<file path="src/rtl/control_pkg.sv">
`default_nettype none
// ============================================================================
// control_pkg : writeback-select, load-format and writeback-state encodings
// Revision    : 1.0
// ============================================================================
package control_pkg;

  typedef enum logic [1:0] {
    WB_FROM_ALU       = 2'b00,
    WB_FROM_MEM       = 2'b01,
    WB_FROM_PC_PLUS_4 = 2'b10
  } wb_sel_e;

  // Encodings match the RISC-V load funct3 field
  typedef enum logic [2:0] {
    LB  = 3'b000,
    LH  = 3'b001,
    LW  = 3'b010,
    LD  = 3'b011,
    LBU = 3'b100,
    LHU = 3'b101,
    LWU = 3'b110
  } load_fmt_e;

  typedef enum logic [1:0] {
    IDLE      = 2'b00,
    WAIT_LOAD = 2'b01,
    DRAIN     = 2'b10
  } wb_state_e;

  function automatic logic is_load_sel(input logic [1:0] sel);
    return sel == WB_FROM_MEM;
  endfunction

endpackage
`default_nettype wire

</file>
<file path="src/rtl/load_extend.sv">
`default_nettype none
// ============================================================================
// load_extend : selects the addressed lane of a raw memory word and extends it
// Revision    : 1.0
// ============================================================================
module load_extend
  import control_pkg::*;
#(
  parameter int XLEN = 32,
  parameter int AW   = $clog2(XLEN/8)
) (
  input  logic [XLEN-1:0] raw,
  input  logic [2:0]      fmt,
  input  logic [AW-1:0]   addr_lo,
  output logic [XLEN-1:0] data,
  output logic            illegal
);

  logic [AW-1:0]   lane;
  logic [XLEN-1:0] shifted;

  // Misaligned offsets are rounded down to the access size
  always_comb begin
    lane = addr_lo;
    case (fmt)
      LH, LHU: lane = addr_lo & ~AW'(1);
      LW, LWU: lane = addr_lo & ~AW'(3);
      LD:      lane = '0;
      default: lane = addr_lo;
    endcase
  end

  assign shifted = raw >> {lane, 3'b000};

  always_comb begin
    data    = '0;
    illegal = 1'b0;
    case (fmt)
      LB:  data = XLEN'($signed(shifted[7:0]));
      LH:  data = XLEN'($signed(shifted[15:0]));
      LW:  data = XLEN'($signed(shifted[31:0]));
      LBU: data = XLEN'(shifted[7:0]);
      LHU: data = XLEN'(shifted[15:0]);
      LD: begin
        if (XLEN == 64) data = shifted;
        else            illegal = 1'b1;
      end
      LWU: begin
        if (XLEN == 64) data = XLEN'(shifted[31:0]);
        else            illegal = 1'b1;
      end
      default: illegal = 1'b1;
    endcase
  end

endmodule
`default_nettype wire

</file>
<file path="src/rtl/wb_stage_pipe.sv">
`default_nettype none
// ============================================================================
// wb_stage_pipe : MEM/WB register, load wait/format, register-file write port
// Optional      : `define WB_RETIRE_CNT_EN adds the 64-bit retire_cnt output
// Revision      : 1.0
// ============================================================================
module wb_stage_pipe
  import control_pkg::*;
#(
  parameter int              XLEN        = 32,
  parameter int              REG_ADDR_W  = 5,
  parameter logic [XLEN-1:0] POISON_DATA = XLEN'(32'hDEADBEEF)
) (
  input  logic                      clk,
  input  logic                      rst,
  input  logic                      in_valid,
  output logic                      in_ready,
  input  logic [XLEN-1:0]           in_alu_result,
  input  logic [XLEN-1:0]           in_pc_plus_4,
  input  logic [1:0]                in_wb_sel,
  input  logic [REG_ADDR_W-1:0]     in_rd,
  input  logic                      in_regwrite,
  input  logic [2:0]                in_load_fmt,
  input  logic [$clog2(XLEN/8)-1:0] in_addr_lo,
  input  logic                      flush,
  input  logic                      dmem_rvalid,
  input  logic [XLEN-1:0]           dmem_rdata,
  output logic [REG_ADDR_W-1:0]     wb_rd,
  output logic [XLEN-1:0]           wb_data,
  output logic                      wb_regwen,
`ifdef WB_RETIRE_CNT_EN
  output logic [63:0]               retire_cnt,
`endif
  output logic                      wb_load_pending
);

  localparam int AW = $clog2(XLEN/8);

  wb_state_e             state_q, state_d;
  logic [REG_ADDR_W-1:0] wb_rd_q, wb_rd_d;
  logic [XLEN-1:0]       wb_data_q, wb_data_d;
  logic                  wb_regwen_q, wb_regwen_d;
  logic [REG_ADDR_W-1:0] ld_rd_q, ld_rd_d;
  logic                  ld_regwrite_q, ld_regwrite_d;
  logic [2:0]            ld_fmt_q, ld_fmt_d;
  logic [AW-1:0]         ld_addr_lo_q, ld_addr_lo_d;

  logic            accept;
  logic [XLEN-1:0] ld_data;
  logic            ld_illegal;

  load_extend #(.XLEN(XLEN), .AW(AW)) u_load_extend (
    .raw     (dmem_rdata),
    .fmt     (ld_fmt_q),
    .addr_lo (ld_addr_lo_q),
    .data    (ld_data),
    .illegal (ld_illegal)
  );

  assign in_ready = (state_q == IDLE);
  // A flush in IDLE blocks acceptance so the flushed instruction never writes
  assign accept   = in_valid && in_ready && !flush;

  always_comb begin
    state_d       = state_q;
    wb_rd_d       = wb_rd_q;
    wb_data_d     = wb_data_q;
    wb_regwen_d   = 1'b0;
    ld_rd_d       = ld_rd_q;
    ld_regwrite_d = ld_regwrite_q;
    ld_fmt_d      = ld_fmt_q;
    ld_addr_lo_d  = ld_addr_lo_q;
    case (state_q)
      IDLE: begin
        if (accept) begin
          if (is_load_sel(in_wb_sel)) begin
            ld_rd_d       = in_rd;
            ld_regwrite_d = in_regwrite;
            ld_fmt_d      = in_load_fmt;
            ld_addr_lo_d  = in_addr_lo;
            state_d       = WAIT_LOAD;
          end else begin
            wb_rd_d     = in_rd;
            wb_regwen_d = in_regwrite && (in_rd != '0);
            case (in_wb_sel)
              WB_FROM_ALU:       wb_data_d = in_alu_result;
              WB_FROM_PC_PLUS_4: wb_data_d = in_pc_plus_4;
              default:           wb_data_d = POISON_DATA;
            endcase
          end
        end
      end
      WAIT_LOAD: begin
        if (dmem_rvalid) begin
          state_d = IDLE;
          if (!flush) begin
            wb_rd_d     = ld_rd_q;
            wb_data_d   = ld_illegal ? POISON_DATA : ld_data;
            wb_regwen_d = ld_regwrite_q && (ld_rd_q != '0);
          end
        end else if (flush) begin
          state_d = DRAIN;
        end
      end
      DRAIN: begin
        if (dmem_rvalid) state_d = IDLE;
      end
      default: state_d = IDLE;
    endcase
  end

  always_ff @(posedge clk) begin
    if (rst) begin
      state_q       <= IDLE;
      wb_rd_q       <= '0;
      wb_data_q     <= '0;
      wb_regwen_q   <= 1'b0;
      ld_rd_q       <= '0;
      ld_regwrite_q <= 1'b0;
      ld_fmt_q      <= '0;
      ld_addr_lo_q  <= '0;
    end else begin
      state_q       <= state_d;
      wb_rd_q       <= wb_rd_d;
      wb_data_q     <= wb_data_d;
      wb_regwen_q   <= wb_regwen_d;
      ld_rd_q       <= ld_rd_d;
      ld_regwrite_q <= ld_regwrite_d;
      ld_fmt_q      <= ld_fmt_d;
      ld_addr_lo_q  <= ld_addr_lo_d;
    end
  end

  assign wb_rd           = wb_rd_q;
  assign wb_data         = wb_data_q;
  assign wb_regwen       = wb_regwen_q;
  assign wb_load_pending = (state_q == WAIT_LOAD) || (state_q == DRAIN);

`ifdef WB_RETIRE_CNT_EN
  logic [63:0] retire_cnt_q, retire_cnt_d;
  logic        retire;

  // Completion counts even when rd is x0 or regwrite is low
  always_comb begin
    retire = ((state_q == IDLE) && accept && !is_load_sel(in_wb_sel)) ||
             ((state_q == WAIT_LOAD) && dmem_rvalid && !flush);
    retire_cnt_d = retire_cnt_q + 64'(retire);
  end

  always_ff @(posedge clk) begin
    if (rst) retire_cnt_q <= '0;
    else     retire_cnt_q <= retire_cnt_d;
  end

  assign retire_cnt = retire_cnt_q;
`endif

endmodule
`default_nettype wire

</file>
<file path="config.mk">
export PLATFORM = sky130hd
export DESIGN_NAME = wb_stage_pipe
export DESIGN_NICKNAME = d
export VERILOG_FILES = /design/src/rtl/control_pkg.sv /design/src/rtl/load_extend.sv /design/src/rtl/wb_stage_pipe.sv
export SDC_FILE = /design/constraint.sdc
export NUM_CORES = 1
export LEC_CHECK = 0
export CORE_AREA = 2 2 89 91
export DETAILED_ROUTE_END_ITERATION = 12
export DIE_AREA = 0 0 91 93
export PLACE_DENSITY_LB_ADDON = 0.05
export SLEW_MARGIN = 20
export SYNTH_ARGS = -nofsm -noshare
export SYNTH_HDL_FRONTEND = slang
export SYNTH_SLANG_ARGS = --single-unit
</file>
<file path="constraint.sdc">
create_clock -name clk -period 6.4 [get_ports clk]
set_input_delay 1.28 -clock clk [delete_from_list [all_inputs] [get_ports clk]]
set_output_delay 1.28 -clock clk [all_outputs]
set_load 0.1 [all_outputs]
</file>
==> flow_summary.json <==
{
  "synthFlopType": "dfxtp_1",
  "startpoint_type": "input pin",
  "htreeDepth": 2,
  "portBuffers": 153,
  "rr_worst_depth": 6,
  "slowest_stage": "a2111o_2",
  "initialDrtViolationCount": 281,
  "synth_fp_nets": 510,
  "start_util_pct": 44.1,
  "ctsResizeCount": 0,
  "tightest_slew_ns": 0.998,
  "cts_root_buffer": "clkbuf_8",
  "num-nets-final": 641,
  "wl_per_cell_um": 17.0,
  "cts_tree": "built",
  "hold_end": "wb_data[18]",
  "ys_seq_area_share_pct": 30.7,
  "p_leak_uw": 0.00179,
  "synth_largest_area_cell": "dfxtp_1",
  "die_h_um": 93,
  "hpwl_um": 7860,
  "synth.distinct_cells": 51,
  "synth_top_area_share_pct": 30.7,
  "final_common_cell": "clkdlybuf4s50_1",
  "gp_congestion": 0.831,
  "rrSetupSlack_ns": 3.59,
  "cp.required_ns": 6.56,
  "slowest_delay_ns": 0.85,
  "hold_viol": 0,
  "cp_data_arrival_time_ns": 3.95,
  "drive_gt1_share_pct": 9.33,
  "yosysWarnings": 0,
  "async_flop_share_pct": 0,
  "cts_sinks": 51,
  "path_clk_slew_ns": 0.11,
  "ctsHoldBuffers": 0,
  "cp_cell_sequence": "buf_2 -> nand2b_1 -> nand2_1 -> a2111o_2 -> nor4_4 -> a211oi_1",
  "endpoint_kind": "flop",
  "power_density_mw_per_mm2": 188,
  "core_area_mm2": 0.00753,
  "outcome": "complete, no violations",
  "clk_latency_ns": 0.31,
  "pre_cts_slack_ns": 2.31,
  "critPathKind": "input pin to flop",
  "maxSlewHeadroom_pct": 33.3,
  "holdPathStages": 2,
  "syn_area_per_cell_um2": 8.46,
  "crit_path_max_fanout": 53,
  "fin_tns_setup_ns": 0,
  "ys_seq_elements": 51,
  "most-common-layout-cells": "clkdlybuf4s50_1, a21oi_1, dfxtp_1, nand2_1, mux2i_1",
  "area_growth_syn_to_layout_pct": 48.7,
  "rsz0062_at_grt": "false",
  "reg2reg_from": "state_q[1]",
  "synth_area_leaders": "dfxtp_1, mux2i_1, a21oi_1, nand2_1, mux2_2",
  "regToRegEndpoint": "wb_data[28]",
  "post-route-drc-count": 0,
  "maxSlewViolCount": 0,
  "final.min_clock_period_ns": 3.79,
  "synth_edf_count": 0,
  "period_share_pct": 59.2,
  "postSynthCellCount": 393,
  "antenna_found_initial": 0,
  "grt_pass1_wl_um": 17100,
  "setup_viol": 0,
  "hp-start": "wb_data[18]",
  "antenna_left": 0,
  "firstDrtPassIters": 4,
  "routed-via-count": 3518,
  "rows": 32,
  "post-cts-setup-buffer-count": 0,
  "clock_path_buffers": 2,
  "gr-usage-all-layers_pct": 24.6,
  "dieWidth_um": 91,
  "die-area_mm2": 0.00846,
  "io_pins": 154,
  "setup_slack_ns": 2.61,
  "cts_buffers": 5,
  "cap_violations": 0,
  "diodes": 0,
  "grt_pass1_vias": 3451,
  "wirelength_um": 10600,
  "hold_path.class": "flop to flop",
  "grt_max_degree": 54,
  "finClkSkew_ns": 0.00799,
  "peakVddDrop_mv": 0.0976,
  "fmax_mhz": 264,
  "grt_overflow": 0,
  "routed_via_density": 5.61,
  "syn-cell-area_mm2": 0.00332
}
==> how the worst max path moves through the flow <==
stage,start,end,cells past startpoint
finish,in_wb_sel[1],wb_data[28],6
global route,in_wb_sel[1],wb_data[28],6
CTS,in_wb_sel[1],wb_data[28],6
detailed placement,in_wb_sel[1],wb_data[28],6
global placement,in_wb_sel[1],wb_data[28],6
floorplan,in_wb_sel[1],wb_data[27],9
==> worst max-delay path, delay by kind of cell <==
family | cells | cell delay (ns)
buffers and inverters | 1 | 0.68
AND/OR/NAND/NOR | 3 | 0.94
AO/OA/AOI/OAI | 2 | 1.00
==> layer usage <==
layer | share of wire, % | GRT usage, %
met3 | 6.3 | 4.75
met2 | 48 | 41.0
met5 | 0 | 0
met4 | 0.85 | 5.68
met1 | 45 | 33.1
==> through the flow <==
stage / hold slack, ns / power [µW] / area, µm² / util [%] / cells
5_1_grt: 0.484 / 966 / 4940 / 65.7 / 627
3_5_place_dp: 0.445 / 729 / 4840 / 64.4 / 619
2_1_floorplan: 0.449 / 596 / 3320 / - / 393
6_report: 0.455 / 929 / 4940 / 65.7 / 627
4_1_cts: 0.459 / 929 / 4940 / 65.6 / 627
3_3_place_gp: 0.439 / 724 / 4840 / 64.4 / 619
==> flip-flops by register name, summed over array words and instances (netlist names) <==
name,count
ld_regwrite_q,1
ld_rd_q,5
wb_regwen,1
ld_addr_lo_q,2
wb_data,32
wb_rd,5
state_q,2
ld_fmt_q,3
==> power breakdown <==
part	leakage, µW	internal (µW)	switching (µW)
combinational	0.00133	140	233
clock	0.0000491	80.9	125
sequential	0.000416	337	12.3
total	0.00179	558	370
==> synth_stat cells, types with 2 or more instances <==
library cell and instances:
o21ai_0 23, o31ai_1 4, or2_2 2, a211oi_1 17, inv_1 8, nand3_1 5
nand2b_1 3, a21oi_1 62, or4_1 2, mux4_1 2, buf_1 3, nor4_4 2
mux2i_1 40, nor3_1 6, nor2b_1 2, a31oi_1 3, a2111oi_1 4, dfxtp_1 51
buf_2 9, mux4_2 4, ha_1 3, nand2_1 44, a311oi_1 5, mux2_2 13
o21ai_1 4, nor2_1 28, mux2_4 4, clkbuf_1 17
==> cells by family after synthesis <==
kind of cell	synth area share, %
muxes	22.6
AOI/OAI and AO/OA	25.3
adders and majority gates	1.13
and+or+nand+nor	15.0
buffers and inverters	5.31
DFF	30.7
==> final cells by class <==
class                      instances  area (µm²)
timing repair buffer             155        1540
fill                             679        2580
multi-input combinational        303        2130
sequential                        51        1020
tap                              102         128
clock buffer                       5        68.8
clock inverter                     3        26.3
inverter                           8        30.0
(Power assumes the default switching activity.)
